$ cat src/rtl/trade_history.sv
// Samples the latest trade price every SAMPLE_DIV clocks into a DEPTH-entry ring buffer, read oldest-first.
// Define TRADE_HISTORY_MINMAX_EN to track the min/max of every sample written since reset.
module trade_history #(
  parameter int DEPTH      = 64,
  parameter int AW         = 6,
  parameter int SAMPLE_DIV = 50000
) (
  input  logic          clk_50,
  input  logic          reset_n,
  input  logic          match_signal,
  input  logic [7:0]    trade_price,
  input  logic          halt_signal,
  input  logic [AW-1:0] rd_addr,
  output logic [7:0]    rd_data,
  output logic [AW:0]   sample_count,
  output logic          full,
  output logic [7:0]    last_price,
  output logic          new_sample,
  output logic [7:0]    min_price,
  output logic [7:0]    max_price
);

  localparam int            CW         = $clog2(SAMPLE_DIV);
  localparam logic [CW-1:0] TICK_LAST  = CW'(SAMPLE_DIV - 1);
  localparam logic [AW:0]   FULL_COUNT = (AW+1)'(DEPTH);

  logic [CW-1:0] tick_cnt;
  logic [AW-1:0] wr_ptr;
  logic [7:0]    pending;
  logic          pending_valid;
  logic          have_price;
  logic [7:0]    mem [DEPTH];

  logic          tick;
  logic          write_en;
  logic [7:0]    write_value;
  logic [AW-1:0] rd_phys;
  logic          rd_in_range;

  // A trade in the tick cycle itself wins over anything older that is still pending.
  assign tick        = (tick_cnt == TICK_LAST) && !halt_signal;
  assign write_en    = tick && (have_price || match_signal);
  assign write_value = match_signal  ? trade_price :
                       pending_valid ? pending     : last_price;

  assign full        = (sample_count == FULL_COUNT);
  assign rd_phys     = (full ? wr_ptr : '0) + rd_addr;
  assign rd_in_range = {1'b0, rd_addr} < sample_count;

  always_ff @(posedge clk_50 or negedge reset_n) begin
    if (!reset_n) begin
      tick_cnt <= '0;
    end else if (!halt_signal) begin
      tick_cnt <= (tick_cnt == TICK_LAST) ? '0 : tick_cnt + CW'(1);
    end
  end

  always_ff @(posedge clk_50 or negedge reset_n) begin
    if (!reset_n) begin
      pending       <= 8'h00;
      pending_valid <= 1'b0;
      have_price    <= 1'b0;
    end else begin
      if (match_signal) begin
        pending    <= trade_price;
        have_price <= 1'b1;
      end
      if (write_en) begin
        pending_valid <= 1'b0;
      end else if (match_signal) begin
        pending_valid <= 1'b1;
      end
    end
  end

  always_ff @(posedge clk_50 or negedge reset_n) begin
    if (!reset_n) begin
      wr_ptr       <= '0;
      sample_count <= '0;
      last_price   <= 8'h00;
      new_sample   <= 1'b0;
    end else begin
      new_sample <= write_en;
      if (write_en) begin
        wr_ptr     <= wr_ptr + AW'(1);
        last_price <= write_value;
        if (!full) begin
          sample_count <= sample_count + (AW+1)'(1);
        end
      end
    end
  end

  // Storage is deliberately left uncleared; sample_count decides what is valid.
  always_ff @(posedge clk_50) begin
    if (write_en) begin
      mem[wr_ptr] <= write_value;
    end
  end

  always_ff @(posedge clk_50 or negedge reset_n) begin
    if (!reset_n) begin
      rd_data <= 8'h00;
    end else begin
      rd_data <= rd_in_range ? mem[rd_phys] : 8'h00;
    end
  end

`ifdef TRADE_HISTORY_MINMAX_EN
  always_ff @(posedge clk_50 or negedge reset_n) begin
    if (!reset_n) begin
      min_price <= 8'hFF;
      max_price <= 8'h00;
    end else if (write_en) begin
      if (write_value < min_price) min_price <= write_value;
      if (write_value > max_price) max_price <= write_value;
    end
  end
`else
  assign min_price = 8'h00;
  assign max_price = 8'h00;
`endif

endmodule

$ cat config.mk
export PLATFORM = sky130hd
export DESIGN_NAME = trade_history
export DESIGN_NICKNAME = d
export VERILOG_FILES = /design/src/rtl/trade_history.sv
export SDC_FILE = /design/constraint.sdc
export NUM_CORES = 1
export LEC_CHECK = 0
export ABC_AREA = 0
export CAP_MARGIN = 40
export CORE_MARGIN = 2
export CORE_UTILIZATION = 55
export DETAILED_ROUTE_END_ITERATION = 8
export PLACE_DENSITY = 0.83
export SLEW_MARGIN = 10
export SYNTH_ARGS = -nofsm -noshare
export SYNTH_HDL_FRONTEND = slang
export SYNTH_SLANG_ARGS = --single-unit
$ cat constraint.sdc
create_clock -name clk_50 -period 10.7 [get_ports clk_50]
set_clock_uncertainty 0.15 [all_clocks]
set_input_delay 2.14 -clock clk_50 [delete_from_list [all_inputs] [get_ports clk_50]]
set_output_delay 2.14 -clock clk_50 [all_outputs]
set_load 0.01 [all_outputs]
==> PnR_summary.wiki, run 1 <==
{| class="wikitable"
! Metric !! Value
|-
| Outcome || finished clean
|-
| Synthesized area divided by synthesized cell count || 18.55 um2
|-
| Proportion of synthesized flip-flops having asynchronous set or reset || 0.09859
|-
| Number of enable flip-flop cells after synthesis || 512
|-
| Cells resized by post-CTS repair || 0
|-
| Setup TNS Final || 0 ns
|-
| Site row count || 74
|-
| Drt total wl || 52030 um
|-
| Maximum Capacitance Violations || 0
|-
| Total number of nets in the final design || 1334
|-
| Length in cells of the worst reg-to-reg path || 15
|-
| Leakage power figure || between 8 and 9 nW
|-
| Total of flip-flops plus latches after synthesis || 568
|-
| Critical path class || input pin to flip-flop
|-
| Critical path capture point || rd_data[1]
|-
| Maximum fanout count along the critical path || 43
|-
| GR Overflow Total || 0
|-
| Overall power after layout || ~4.5 mW
|-
| Post-synth design cell area || 22830 um2
|-
| Maximum number of pins on one net before global-route repair || roughly 120
|-
| Fraction of layout cells with a size suffix above 1 || 0.1975
|-
| Layout fillers || 2702
|-
| Area of the die || between 40000 and 50000 um2
|-
| Routed wire length per instance || 27.76 um
|-
| Period utilization || 0.5482
|-
| Post-detailed-route via-to-cell ratio || 6.432
|-
| Drt pass-1 iters || 5
|-
| Number of buffers inserted during clock tree synthesis || 53
|-
| Hold Path Class || flip-flop to flip-flop
|-
| Crit path DAT || 6.17 ns
|-
| Synthesized instance count || 1231
|-
| Setup crit start || rd_addr[0]
|-
| Clk Tree Root Cell || sky130_fd_sc_hd__clkbuf_16
|-
| Clock Pin Slew Worst Setup and Hold Paths || approximately 0.06 ns
|-
| Ports || 59
|-
| Clock tree from TritonCTS || done
|-
| Antenna violations before repair || 0
|-
| Power per cell area || 177.2 nW/um2
|-
| Starting density of the core || 0.5580
|-
| HPWL after DPL || about 30000 um
|-
| Buffers on Ports || 42
|-
| Setup repair after global routing missed its margin || false
|-
| Critical path data required time || 11.01 ns
|-
| Number of H-tree levels || 2
|-
| Cell accounting for the most synthesized area || sky130_fd_sc_hd__edfxtp_1
|-
| Worst max-slew margin expressed relative to the limit || 0.2864
|-
| Floorplan Core Area || a little over 40000 um2
|-
| Hold Buf Count CTS || 0
|-
| Worst skew pair latency || 0.57 ns
|-
| Clock sink count || 568
|-
| GRT Overall Usage || 0.2452
|-
| Leading register cell type out of synthesis || sky130_fd_sc_hd__edfxtp_1
|-
| Y dimension of the die || 207.8 um
|-
| Max Slew Vio Count || 0
|-
| Worst reg2reg endpoint || rd_data[1]
|-
| Final Hold Vio Count || 0
|-
| Peak supply drop || 0.1571 mV
|-
| Remaining design rule violation count || 0
|-
| Setup slack after placement || 4.348 ns
|-
| Buffer levels on the longest clock path || 3
|-
| Syn. warnings || 0
|-
| Clock period minus final worst setup slack || between 5 and 6 ns
|-
| Most used standard cells in the synthesized netlist || sky130_fd_sc_hd__edfxtp_1, sky130_fd_sc_hd__mux4_2, sky130_fd_sc_hd__nand2_1, sky130_fd_sc_hd__nor2_1, sky130_fd_sc_hd__dfrtp_1
|-
| Worst setup SP type || input pin
|-
| Placer's final routability congestion estimate || 0.8267
|-
| Number of violations reported at the end of detailed-routing iteration 0 || 1375
|-
| Number of cells on the worst hold path || 1
|-
| Antenna diode count || 0
|-
| Share of the synthesized area in the top cell type || 0.6733
|-
| Setup violation total in the final timing report || 0
|-
| Launch point of the worst reg-to-reg path || sample_count[0]
|-
| Area growth, synth to finish || 12.07%
|-
| Total number of vias || 12053
|-
| Number of routed nets with antenna violations || 0
|-
| Worst setup margin || roughly 4.8 ns
|-
| Width of the die || slightly above 200 um
|-
| Most numerous cell in the Yosys netlist || sky130_fd_sc_hd__edfxtp_1
|-
| Distinct cell type count after synthesis || 52
|-
| Global-route wire length before repair || 78960 um
|-
| Count of buffers added by post-CTS timing repair for setup || 0
|-
| Leading cell types by total area after synthesis || sky130_fd_sc_hd__edfxtp_1, sky130_fd_sc_hd__mux4_2, sky130_fd_sc_hd__dfrtp_1, sky130_fd_sc_hd__nand2_1, sky130_fd_sc_hd__nor2_1
|-
| R2r setup slk || between 5 and 6 ns
|-
| Type of element capturing the critical path || flip-flop
|-
| Worst slew pin tran || ~1.1 ns
|-
| Vias in the first global route || approximately 13000
|-
| Maximum achievable frequency || 0.1705 GHz
|-
| Portion of the post-synthesis area used by sequential elements || 0.7347
|}
[layout by cell type, fill, tap and decap left out, types with 17 or more instances in the layout]
| cell | n |
|---|---|
| sky130_fd_sc_hd__clkdlybuf4s50_1 | 41 |
| sky130_fd_sc_hd__mux2i_1 | 18 |
| sky130_fd_sc_hd__mux4_2 | 130 |
| sky130_fd_sc_hd__inv_1 | 22 |
| sky130_fd_sc_hd__nor2_1 | 84 |
| sky130_fd_sc_hd__buf_4 | 28 |
| sky130_fd_sc_hd__edfxtp_1 | 512 |
| sky130_fd_sc_hd__clkbuf_1 | 20 |
| sky130_fd_sc_hd__nand2_1 | 107 |
| sky130_fd_sc_hd__o21ai_0 | 17 |
| sky130_fd_sc_hd__clkbuf_16 | 55 |
| sky130_fd_sc_hd__dfrtp_1 | 56 |
| sky130_fd_sc_hd__and3_1 | 17 |
| sky130_fd_sc_hd__xnor2_1 | 18 |
[metrics by stage]
stage          hold WS (ns)  std cells  cell area, um2  utilization
5_1_grt              0.3332       1874           25590       0.6253
2_1_floorplan        0.2732       1246           22890            -
4_1_cts              0.2977       1870           25560       0.6246
3_3_place_gp         0.2878       1762           23850       0.5828
6_report             0.2983       1874           25590       0.6253
3_5_place_dp         0.2839       1774           23950       0.5852
[cell type report]
class / instances / area (um2) / area share
timing repair buffer: 76 / 689.4 / 0.02694
clock buffer: 76 / 1465 / 0.05725
clock inverter: 20 / 148.9 / 0.005818
inverter: 22 / 82.58 / 0.003227
sequential: 568 / 16780 / 0.6556
tap: 532 / 665.6 / 0.02601
multi-input combinational: 580 / 5763 / 0.2252
[where the power goes]
part | total (mW) | switching (mW) | internal [mW] | leakage, nW
clock network | 1.79 | 0.790 | 0.997 | 0.782
logic | 0.267 | 0.170 | 0.0968 | 2.37
registers | 2.48 | 0.0203 | 2.46 | 5.35
total | 4.53 | 0.980 | 3.55 | 8.51
[registers in the layout, summed over array words and instances (netlist names)]
name	cells
sample_count	7
tick_cnt	16
have_price	1
pending_valid	1
last_price	8
wr_ptr	6
new_sample	1
pending	8
mem	512
rd_data	8
[kinds of logic after synthesis]
logic type      after synthesis  share of synthesized area
fa+ha+maj                    15                   0.008548
simple gates                274                    0.05507
other cells                   1                  0.0001642
flops                       568                     0.7347
compound gates               85                    0.02526
buf+inv                      98                    0.02093
xor+xnor                     27                    0.01184
mux                         163                     0.1435
[worst min path at each step]
stage                    start    endpoint  slack [ns]
finish              have_price  have_price        0.30
global route        have_price  have_price        0.33
CTS                 have_price  have_price        0.30
floorplan           have_price  have_price        0.27
global placement    have_price  have_price        0.29
detailed placement  have_price  have_price        0.28
[routing by layer]
metal  GRT usage  part of all wire  vias to the layer above
li1            -                 -                     4976
met1      0.3130              0.36                     6236
met2      0.4082              0.50                      705
met3     0.05522             0.088                      136
met4      0.1071             0.046                        0
met5           0                 0                        -
[critical path: stages]
cell,delay (ns)
sky130_fd_sc_hd__clkdlybuf4s50_1,0.54
sky130_fd_sc_hd__ha_4,0.15
sky130_fd_sc_hd__inv_1,0.05
sky130_fd_sc_hd__fa_4,1.07
sky130_fd_sc_hd__buf_4,0.47
sky130_fd_sc_hd__buf_16,0.29
sky130_fd_sc_hd__mux4_2,0.36
sky130_fd_sc_hd__mux2_2,0.29
sky130_fd_sc_hd__o22ai_1,0.30
sky130_fd_sc_hd__a2111oi_0,0.13
sky130_fd_sc_hd__a221o_1,0.30
(Power assumes the default switching activity.)
==> run 2: changes to the inputs <==
--- a/config.mk
+++ b/config.mk
@@ -10,7 +10,7 @@
 export CORE_MARGIN = 2
 export CORE_UTILIZATION = 55
 export DETAILED_ROUTE_END_ITERATION = 8
-export PLACE_DENSITY = 0.83
+export PLACE_DENSITY = 0.86
 export SLEW_MARGIN = 10
 export SYNTH_ARGS = -nofsm -noshare
 export SYNTH_HDL_FRONTEND = slang
==> constraint.sdc (replaced) <==
create_clock -name clk_50 -period 5 [get_ports clk_50]
set_clock_uncertainty 0.15 [all_clocks]
set_input_delay 1 -clock clk_50 [delete_from_list [all_inputs] [get_ports clk_50]]
set_output_delay 1 -clock clk_50 [all_outputs]
set_load 0.01 [all_outputs]
==> run 2 against run 1 <==
- sequential power up 110%
- total power up 110%
- final cell count up 3.0%
- routed wire length up 6.3%
==> PnR_summary.wiki, run 2 (same netlist as run 1, synthesis figures left out) <==
{| class="wikitable"
! Metric !! Value
|-
| GR Layer Usage met2 || 0.4167 (+0.008506)
|-
| Overall power after layout || 9.656 mW (+110%)
|-
| Maximum fanout count along the critical path || 36 (-16%)
|-
| Hold Buf Count CTS || 0 (unchanged)
|-
| Floorplan Core Area || 40920 um2 (unchanged)
|-
| Remaining design rule violation count || 0 (unchanged)
|-
| Buffers on Ports || 42 (unchanged)
|-
| Clock sink count || 568 (unchanged)
|-
| Area of the die || 43160 um2 (unchanged)
|-
| Met1 track demand over resource || 0.3433 (+0.03028)
|-
| Worst skew pair latency || 0.60 ns (+0.03 ns)
|-
| Leading cell type in the layout, fill and taps excluded || sky130_fd_sc_hd__edfxtp_1
|-
| Total number of nets in the final design || 1394 (+4.5%)
|-
| Number of violations reported at the end of detailed-routing iteration 0 || 1855 (+35%)
|-
| Global-route wire length before repair || 82630 um (+4.6%)
|-
| Ports || 59 (unchanged)
|-
| Number of routed nets with antenna violations || 0 (unchanged)
|-
| Setup violation total in the final timing report || 0 (unchanged)
|-
| Antenna diode count || 0 (unchanged)
|-
| Vias in the first global route || 12849 (+2.1%)
|-
| Setup repair after global routing missed its margin || false
|-
| GRT Overall Usage || 0.2576 (+0.01241)
|-
| Maximum Capacitance Violations || 0 (unchanged)
|-
| Minimum hold slack || 0.3093 ns (+0.01107 ns)
|-
| Critical path data required time || 5.37 ns (-5.64 ns)
|-
| Drt total wl || 55330 um (+6.3%)
|-
| Fraction of layout cells with a size suffix above 1 || 0.2337 (+0.03627)
|-
| Leading cell types in the layout, fill and taps excluded || sky130_fd_sc_hd__edfxtp_1, sky130_fd_sc_hd__mux4_2, sky130_fd_sc_hd__nand2_1
|-
| Leakage power figure || 8.838 nW (+3.9%)
|-
| Power per cell area || 369.8 nW/um2 (+110%)
|-
| Worst slew pin tran || 0.9987 ns (-0.07177 ns)
|-
| Clock period minus final worst setup slack || a little under 5 ns
|-
| Maximum achievable frequency || 0.2069 GHz
|-
| Register name with the most flops || mem
|-
| Site row count || 74 (unchanged)
|-
| Starting density of the core || 0.5580 (unchanged)
|-
| Period utilization || 0.9666
|-
| Placer's final routability congestion estimate || 0.8775 (+6.1%)
|-
| Met3 usage in global routing || 0.06006 (+0.004841)
|-
| Placed instance count || 1838 (+3.6%)
|-
| Number of buffers inserted during clock tree synthesis || 53 (unchanged)
|-
| Drt pass-1 iters || 7 (+2)
|-
| Max Slew Vio Count || 0 (unchanged)
|-
| Number of H-tree levels || 2 (unchanged)
|-
| Worst setup SP type || flip-flop
|-
| Setup TNS Final || 0 ns (unchanged)
|-
| Outcome || finished clean
|-
| Area growth, synth to finish || 14.34%
|-
| Hold Path Class || flip-flop to flip-flop
|-
| Slowest CP cell || sky130_fd_sc_hd__fa_4
|-
| Post-route non-filler standard cell count || 1931 (+3.0%)
|-
| Clk Tree Root Cell || sky130_fd_sc_hd__clkbuf_16
|-
| HPWL after DPL || 31590 um (+5.4%)
|-
| Buffer levels on the longest clock path || 3 (unchanged)
|-
| Worst max-slew margin expressed relative to the limit || 0.3317 (+0.04533)
|-
| Antenna violations before repair || 2 (+2)
|-
| Maximum number of pins on one net before global-route repair || 66 (-46%)
|-
| Width of the die || 207.8 um (unchanged)
|-
| Peak supply drop || 0.2954 mV (+88%)
|-
| Delay of the slowest cell on the worst path || 0.99 ns (-0.08 ns)
|-
| Largest registers || mem x512, tick_cnt x16
|-
| Clock tree from TritonCTS || done
|-
| Routed wire length per instance || 28.65 um (+3.2%)
|-
| Series of cell instances along the critical path || inv_1, ha_1, nand2b_1, nor4_2, and2_1, ha_4, inv_1, fa_4, buf_4, mux4_2, mux2i_1, a2111oi_0, buf_1, buf_4, a221o_1
|-
| Post-detailed-route via-to-cell ratio || 6.499 (+1.0%)
|-
| Total number of vias || 12550 (+4.1%)
|-
| Y dimension of the die || 207.8 um (unchanged)
|-
| Crit path DAT || 5.21 ns (-0.96 ns)
|-
| Cells resized by post-CTS repair || 0 (unchanged)
|-
| Final Hold Vio Count || 0 (unchanged)
|-
| Count of buffers added by post-CTS timing repair for setup || 0 (unchanged)
|-
| Layout fillers || 2628 (-2.7%)
|-
| Global routing's busiest layer || met2
|-
| Type of element capturing the critical path || flip-flop
|-
| GR Overflow Total || 0 (unchanged)
|-
| Critical path class || flip-flop to flip-flop
|-
| Clock Pin Slew Worst Setup and Hold Paths || 0.06 ns (about the same)
|-
| Largest register FFs || 512 (unchanged)
|}
[run 2: final cells by class]
class                      count  area (um2)  share of cell area
tap                          532       665.6             0.02549
timing repair buffer         136        1234             0.04725
clock buffer                  70        1400             0.05363
inverter                      22       82.58            0.003163
clock inverter                23       181.4            0.006949
multi-input combinational    580        5769              0.2210
sequential                   568       16780              0.6425
[run 2: metal layers]
metal  wire (um)  up-vias
li1            -     5088
met1       19670     6298
met2       26960      959
met3        6130      203
met4        2553        2
met5          13        -
[run 2: worst paths after layout]
path / startpoint / end / slack, ns / depth (start not counted)
worst max-delay path: sample_count[0] / rd_data[3] / 0.17 / 15
worst min-delay path: have_price / have_price / 0.31 / 1
worst max register to register: sample_count[0] / rd_data[3] / 0.17 / 15
worst min register to register: have_price / have_price / 0.31 / 1
max in group asynchronous: reset_n / tick_cnt[12] / 3.76 / 2
min in group asynchronous: reset_n / pending[7] / 0.44 / 2
[run 2: worst max-delay path, delay by kind of cell (launching register included)]
kind	cells	cell delay [ns]
buffers and inverters	5	1.07
DFF	1	0.46
adders and majority gates	3	1.27
muxes	2	0.45
and+or+nand+nor	3	0.61
AOI/OAI and AO/OA	2	0.73
[run 2: power by group]
group / internal, mW / leakage [nW] / switching, mW
Combinational: 0.228 / 2.73 / 0.384
Sequential: 5.26 / 5.35 / 0.0377
Clock: 2.03 / 0.758 / 1.71
Total: 7.52 / 8.84 / 2.14
[run 2: metrics by stage]
stage                       util  cell area, um2  worst slack (ns)
final                     0.6380           26110            0.1671
after global routing      0.6380           26110           0.06120
after CTS                 0.6380           26110            0.2963
after detailed placement  0.5993           24530           0.05861
after global placement    0.5980           24470           -0.1046
after floorplan                -           22890            0.3505
